<file path="config.mk">
export PLATFORM = sky130hd
export DESIGN_NAME = avr_dmem_arbiter
export DESIGN_NICKNAME = d
export VERILOG_FILES = /design/src/rtl/avr_dmem_arbiter.sv
export SDC_FILE = /design/constraint.sdc
export NUM_CORES = 1
export LEC_CHECK = 0
export CAP_MARGIN = 10
export CORE_ASPECT_RATIO = 0.7
export CORE_MARGIN = 10
export CORE_UTILIZATION = 24
export CTS_BUF_LIST = sky130_fd_sc_hd__clkbuf_4 sky130_fd_sc_hd__clkbuf_8 sky130_fd_sc_hd__clkbuf_16
export DETAILED_ROUTE_END_ITERATION = 6
export GPL_TIMING_DRIVEN = 0
export PLACE_DENSITY = 0.8
export SETUP_SLACK_MARGIN = 0.3
export SKIP_CTS_REPAIR_TIMING = 1
export SYNTH_ARGS = -nofsm -noshare
export SYNTH_HDL_FRONTEND = slang
export SYNTH_SLANG_ARGS = --single-unit
</file>
<file path="constraint.sdc">
create_clock -name CLK -period 2.1 [get_ports CLK]
set_input_delay 0.42 -clock CLK [delete_from_list [all_inputs] [get_ports CLK]]
set_output_delay 0.42 -clock CLK [all_outputs]
set_load 0.02 [all_outputs]
</file>
<file path="src/rtl/avr_dmem_arbiter.sv">
`default_nettype none
// ============================================================================
// Module      : avr_dmem_arbiter
// Description : Single-port data SRAM arbiter between the CPU data port and
//               one auxiliary (debug/DMA) requester, with a starvation guard
//               and an aux lock for atomic multi-byte bursts.
// Revision    : 1.0 - initial release
// ============================================================================
module avr_dmem_arbiter #(
    parameter int STARVE_LIMIT = 4,
    parameter int AW           = 16
) (
    input  logic          CLK,
    input  logic          RST,

    input  logic          cpu_req,
    input  logic          cpu_we,
    input  logic [AW-1:0] cpu_addr,
    input  logic [7:0]    cpu_wdata,
    output logic          cpu_gnt,
    output logic          cpu_stall,
    output logic          cpu_rvalid,
    output logic [7:0]    cpu_rdata,

    input  logic          aux_req,
    input  logic          aux_we,
    input  logic [AW-1:0] aux_addr,
    input  logic [7:0]    aux_wdata,
    input  logic          aux_lock,
    output logic          aux_gnt,
    output logic          aux_rvalid,
    output logic [7:0]    aux_rdata,

    output logic          mem_en,
    output logic          mem_we,
    output logic [AW-1:0] mem_addr,
    output logic [7:0]    mem_wdata,
    input  logic [7:0]    mem_rdata
);

    localparam int            CW      = (STARVE_LIMIT < 1) ? 1 : $clog2(STARVE_LIMIT + 1);
    localparam logic [CW-1:0] C_LIMIT = CW'(STARVE_LIMIT);

    typedef enum logic [1:0] {
        SEL_NONE = 2'd0,
        SEL_CPU  = 2'd1,
        SEL_AUX  = 2'd2
    } sel_e;

    sel_e          sel;
    logic [CW-1:0] starve_cnt_q, starve_cnt_d;
    logic          lock_held_q,  lock_held_d;
    logic          cpu_rvalid_q, cpu_rvalid_d;
    logic          aux_rvalid_q, aux_rvalid_d;

    // Aux wins when it holds the lock, has waited long enough, or is alone.
    always_comb begin
        sel = SEL_NONE;
        if (!RST) begin
            if (aux_req && (lock_held_q || (starve_cnt_q >= C_LIMIT) || !cpu_req)) begin
                sel = SEL_AUX;
            end else if (cpu_req) begin
                sel = SEL_CPU;
            end
        end
    end

    assign cpu_gnt   = (sel == SEL_CPU);
    assign aux_gnt   = (sel == SEL_AUX);
    assign cpu_stall = cpu_req & ~cpu_gnt;

    always_comb begin
        mem_en    = 1'b0;
        mem_we    = 1'b0;
        mem_addr  = '0;
        mem_wdata = '0;
        case (sel)
            SEL_CPU: begin
                mem_en    = 1'b1;
                mem_we    = cpu_we;
                mem_addr  = cpu_addr;
                mem_wdata = cpu_wdata;
            end
            SEL_AUX: begin
                mem_en    = 1'b1;
                mem_we    = aux_we;
                mem_addr  = aux_addr;
                mem_wdata = aux_wdata;
            end
            default: begin
                mem_en = 1'b0;
            end
        endcase
    end

    always_comb begin
        starve_cnt_d = '0;
        if (aux_req && !aux_gnt) begin
            starve_cnt_d = (starve_cnt_q >= C_LIMIT) ? C_LIMIT : starve_cnt_q + CW'(1);
        end
        lock_held_d  = aux_gnt & aux_lock;
        cpu_rvalid_d = cpu_gnt & ~cpu_we;
        aux_rvalid_d = aux_gnt & ~aux_we;
    end

    always_ff @(posedge CLK) begin
        if (RST) begin
            starve_cnt_q <= '0;
            lock_held_q  <= 1'b0;
            cpu_rvalid_q <= 1'b0;
            aux_rvalid_q <= 1'b0;
        end else begin
            starve_cnt_q <= starve_cnt_d;
            lock_held_q  <= lock_held_d;
            cpu_rvalid_q <= cpu_rvalid_d;
            aux_rvalid_q <= aux_rvalid_d;
        end
    end

    // Gating with RST drops a read whose data would return in the reset cycle.
    assign cpu_rvalid = cpu_rvalid_q & ~RST;
    assign aux_rvalid = aux_rvalid_q & ~RST;
    assign cpu_rdata  = mem_rdata;
    assign aux_rdata  = mem_rdata;

endmodule
`default_nettype wire
</file>
### After elaboration in Yosys (flattened, before gate mapping)

Cells that the tools add are included.

* register bits: 6
* input port bits: 63
* output and inout bits: 47
* logic and storage cells: 37

* add/sub/neg operators: 1
* order comparisons: 1
* equality and inequality tests: 2
* muxes and demuxes: 8
* bitwise gates (word level): 11
* reduce and logical (&&, ||, !) cells: 9

Operators by type and width (count)
* 16-bit one-hot mux with 2 select lines: 1
* 8-bit one-hot mux with 2 select lines: 1
* 1-bit AND: 6
* 1-bit NOT: 5
* 2-bit two-way mux: 2
* 2-bit OR reduction: 2
* 3-bit by 1-bit adder with 3-bit output, second input constant: 1
* 3-bit >= comparator, second input constant: 1
* 3-bit two-way mux: 1
* 3-bit OR reduction: 1
* 2-bit by 1-bit == test with 1-bit output, second input constant: 1
* 2-bit == test, second input constant: 1
* 1-bit logical AND: 2
* 1-bit logical NOT: 2
* 1-bit logical OR: 2
* 1-bit two-way mux: 2
* 1-bit one-hot mux with 2 select lines: 1

### Longest topological paths before layout

* word-level depth: 11
* gate-level depth with buffers: 7
* gate-level depth less buffers: 5

### Worst setup path after synthesis

OpenSTA, ideal clock, no wires.

* path kind: in2out
* start: input port RST
* end: output port mem_addr[0]
* arrival time: 1.687 ns
* required time: 1.680 ns
* path slack: -0.007 ns
* stages: 6
* path buffers: 1
* cell sequence: nand2b_4 > a21oi_1 > ha_1 > buf_6 > a22oi_1 > nor2_1

* cells in the longest elaborated chain, start to end: 3
* elaborated cells between the ends (all ways): 4
* classes of those cells: eq/ne: 2; mux: 2

RTL lines
* from (decl): line 14 `input logic RST,`
* 2-bit two-way mux: line 59 `if (!RST) begin`
* 2-bit == test
* named net aux_gnt: line 30 `output logic aux_gnt,`
* 16-bit one-hot mux with 2 select lines: line 77 `case (sel)`
* to (decl): line 36 `output logic [AW-1:0] mem_addr,`

The timed path passes the listed nets, and every way through them passes these cells.

### Final worst setup path

* start: register starve_cnt_q[2]
* end: output port mem_wdata[2]

* cells in the longest elaborated chain, start to end: 8
* elaborated cells between the ends (all ways): 9
* classes of those cells: order compare: 1; eq/ne: 2; mux: 3; reduce/logical: 3

RTL lines
* from (decl): line 51 `logic [CW-1:0] starve_cnt_q, starve_cnt_d;`
* from (signal assigned): line 113 `starve_cnt_q <= starve_cnt_d;`
* 3-bit >= comparator (*): line 60 `if (aux_req && (lock_held_q || (starve_cnt_q >= C_LIMIT) || !cpu_req)) begin`
* 1-bit logical OR (*) (2 in a row): line 60
* 1-bit logical AND (*): line 60
* 2-bit two-way mux (*): line 60
* 2-bit two-way mux (*): line 59
* 2-bit == test or 2-bit by 1-bit == test with 1-bit output (tied branches): line 77
* 8-bit one-hot mux with 2 select lines (*): line 77
* to (decl): line 37 `output logic [7:0] mem_wdata,`

Every way passes the cells marked *; elsewhere a longest branch is shown, timed or not.

==> reports/metrics.cfg <==
[status]
status = finished with violations
failed_checks = negative setup slack

[yosys]
synth.largest_area_cell = sky130_fd_sc_hd__a22oi_1
synthesis.area_um2 = 801
ys_top_cells_by_count = sky130_fd_sc_hd__nor2_1 (27), sky130_fd_sc_hd__a22oi_1 (25), sky130_fd_sc_hd__buf_4 (16), sky130_fd_sc_hd__dfxtp_1 (6)
synth_enable_flop_cells = 0
syn_inst = 105
synth_largest_type_area_fraction_pct = 23.4
synth.ff_latch_count = 6
synth.avg_cell_area_um2 = 7.63
synth_cell_types = 20
synth.most_common_cell = sky130_fd_sc_hd__nor2_1
synth.yosys.warnings = 0
yosys-top-cells-area = sky130_fd_sc_hd__a22oi_1 (23%), sky130_fd_sc_hd__dfxtp_1 (15%), sky130_fd_sc_hd__buf_4 (15%)
synthFlopType = sky130_fd_sc_hd__dfxtp_1
synth_seq_area_share_pct = 15.0
postSynthNetCount = 173
synth-async-reset-ratio_pct = 0

[route]
drc_errors = 0
ant_nets = 0
totalWireLength_mm = 4.86
drt_pre_antenna_iters = 4
routed_via_density = 4.84
vias = 1243
routed_wire_length_per_instance_um = 18.9
drtIter0Drc = 31

[place]
hpwlAfterDp_mm = 3.78
buffer_ports.inserted = 101
place_worst_setup_slack_ps = -983
placedCellCount = 244
gpl.final_weighted_congestion = 0.726
dpl_cell_area_um2 = 2200

[critical_path]
critical_path_peak_fanout = 10
r2r_cells = 4
r2r_setup_slack_ps = 760
timing.critical_path.to_type = output port
r2r-start = starve_cnt_q[2]$_SDFF_PP0_
criticalPathCategory = register to output port
crit_arrival_ps = 1830
cp-start-kind = register
critical_path.reg2reg.endpoint = starve_cnt_q[0]$_SDFF_PP0_
critPathRequiredTime_ps = 1680

[global_routing]
grtUsageTotal_pct = 12.6
grt_pass1_vias = 1191
grt_overflow = 0
initial_antenna_violation_count = 0
wire_length_of_the_first_global_routing_pass_mm = 6.07
grt_start_max_net_pins = 11

[sta]
slew_violations = 0
unrepaired_setup_endpoints_after_global_routing = true
min_period_over_period_pct = 107
skew_ps = 6.35
max_clock_freq_ghz = 0.444
fin_crit_ps = 2250
layout_setup_ws_ps = -154
max_slew_margin_pct = 83.1
worstMarginPinSlew_ps = 253
finalHoldViolCount = 0
timing.final.setup_violations = 26

[layout]
flow.area_growth_from_synthesis_pct = 209
final_design_area_no_fill_um2 = 2470
drive_above_1_share_pct = 58.4
instances_no_fill = 257
final_net_count = 289
antenna_cells = 0

[floorplanning]
die_y_um = 68.3
num_rows = 17
ios = 110
die_width_um = 89.0
floorplan.die_area_um2 = 6080
initial_core_util_pct = 25.3
core-area_um2 = 3170

[power]
powerDensity_nw_per_um2 = 325
max-vdd-ir-drop_mv = 0.268
totalPowerFinal_w = 0.000804
leakage_power_nw = 0.945

[min_path]
holdPathStages = 2
holdCritStartpoint = RST
timing.hold.worst_endpoint = aux_rvalid_q$_SDFF_PP0_
timing.hold.worst.class = primary input to register

[flow_run]
cap_viol_max_count = 0

[cts]
cts.sink_count = 6
cts.reportedPaths.clkPinSlew_ps = 40
tritoncts = built
htree_num_levels = 1
insertion_delay_ps = 230
cts_inserted_buffers = 3
ctsRootBufferMaster = sky130_fd_sc_hd__clkbuf_8
cts_max_path_buffers = 2

## flip-flops by register name, summed over array words and instances (netlist names)
name / flops
cpu_rvalid_q: 1
aux_rvalid_q: 1
lock_held_q: 1
starve_cnt_q: 3
## cells in the final DEF, fill, tap and decap left out, types with 2 or more instances in the layout
cell                              count
sky130_fd_sc_hd__a22oi_2             24
sky130_fd_sc_hd__buf_12               6
sky130_fd_sc_hd__buf_4               30
sky130_fd_sc_hd__buf_6               22
sky130_fd_sc_hd__buf_8                2
sky130_fd_sc_hd__clkbuf_16            3
sky130_fd_sc_hd__clkbuf_8             3
sky130_fd_sc_hd__clkdlybuf4s50_1     69
sky130_fd_sc_hd__dfxtp_1              4
sky130_fd_sc_hd__dlymetal6s2s_1       2
sky130_fd_sc_hd__ha_1                 2
sky130_fd_sc_hd__ha_4                 3
sky130_fd_sc_hd__inv_1                2
sky130_fd_sc_hd__nor2_2               4
sky130_fd_sc_hd__nor2_4              22
sky130_fd_sc_hd__nor2b_1              2
sky130_fd_sc_hd__nor3b_1              2
## critical path: stages (launching register included)
cell and delay [ps]:
sky130_fd_sc_hd__dfxtp_4 340, sky130_fd_sc_hd__o21ai_2 150, sky130_fd_sc_hd__nand3b_1 220, sky130_fd_sc_hd__ha_4 280, sky130_fd_sc_hd__buf_6 160, sky130_fd_sc_hd__a22oi_2 230
sky130_fd_sc_hd__nor2_4 60, sky130_fd_sc_hd__buf_4 160
## through the flow
step,utilization (%),TNS [ps],hold WS [ps]
floorplan,-,0,428
global placement,69.4,-24830,442
detailed placement,69.4,-26490,454
CTS,70.7,-26200,469
global route,78.1,-3680,383
finish,78.1,-2630,376
## power breakdown
| part | switching [W] | internal, W |
|---|---|---|
| Clock | 0.0000573 | 0.000124 |
| Combinational | 0.000214 | 0.000291 |
| Sequential | 0.00000209 | 0.000116 |
| Total | 0.000273 | 0.000531 |
## how the worst max path moves through the flow
stage,to,startpoint,slack [ps]
4_1_cts,mem_we,RST,-980
3_3_place_gp,mem_we,RST,-930
5_1_grt,mem_wdata[2],starve_cnt_q[2]$_SDFF_PP0_,-200
2_1_floorplan,mem_addr[10],RST,230
3_5_place_dp,mem_addr[10],RST,-980
6_report,mem_wdata[2],starve_cnt_q[2]$_SDFF_PP0_,-150
## final cells by class
type,count,area [µm²]
Timing Repair Buffer,111,1160
Multi-Input combinational cell,72,827
Fill cell,207,694
Buffer,24,258
Sequential cell,6,125
Tap cell,38,47.5
Clock buffer,3,41.3
Inverter,3,15.0
## per-layer routing
layer  global-route usage [%]  part of all wire (%)  vias to the layer above
met5                        0                     0                        -
met4                     3.75                   1.3                        0
met3                     4.74                   9.4                        9
met2                     24.6                    55                       56
met1                     12.3                    34                      592
li1                         -                     -                      586
## cell families (layout without fill, tap and decap cells)
family                     count (synthesis)  in the layout  synth area share [%]
and+or+nand+nor                           39             39                  26.2
buffers and inverters                     27            141                  25.3
adders and majority gates                  5              5                  7.81
AOI/OAI and AO/OA                         28             28                  25.6
DFF                                        6              6                  15.0
No activity file was read; power rests on OpenSTA's default activity.
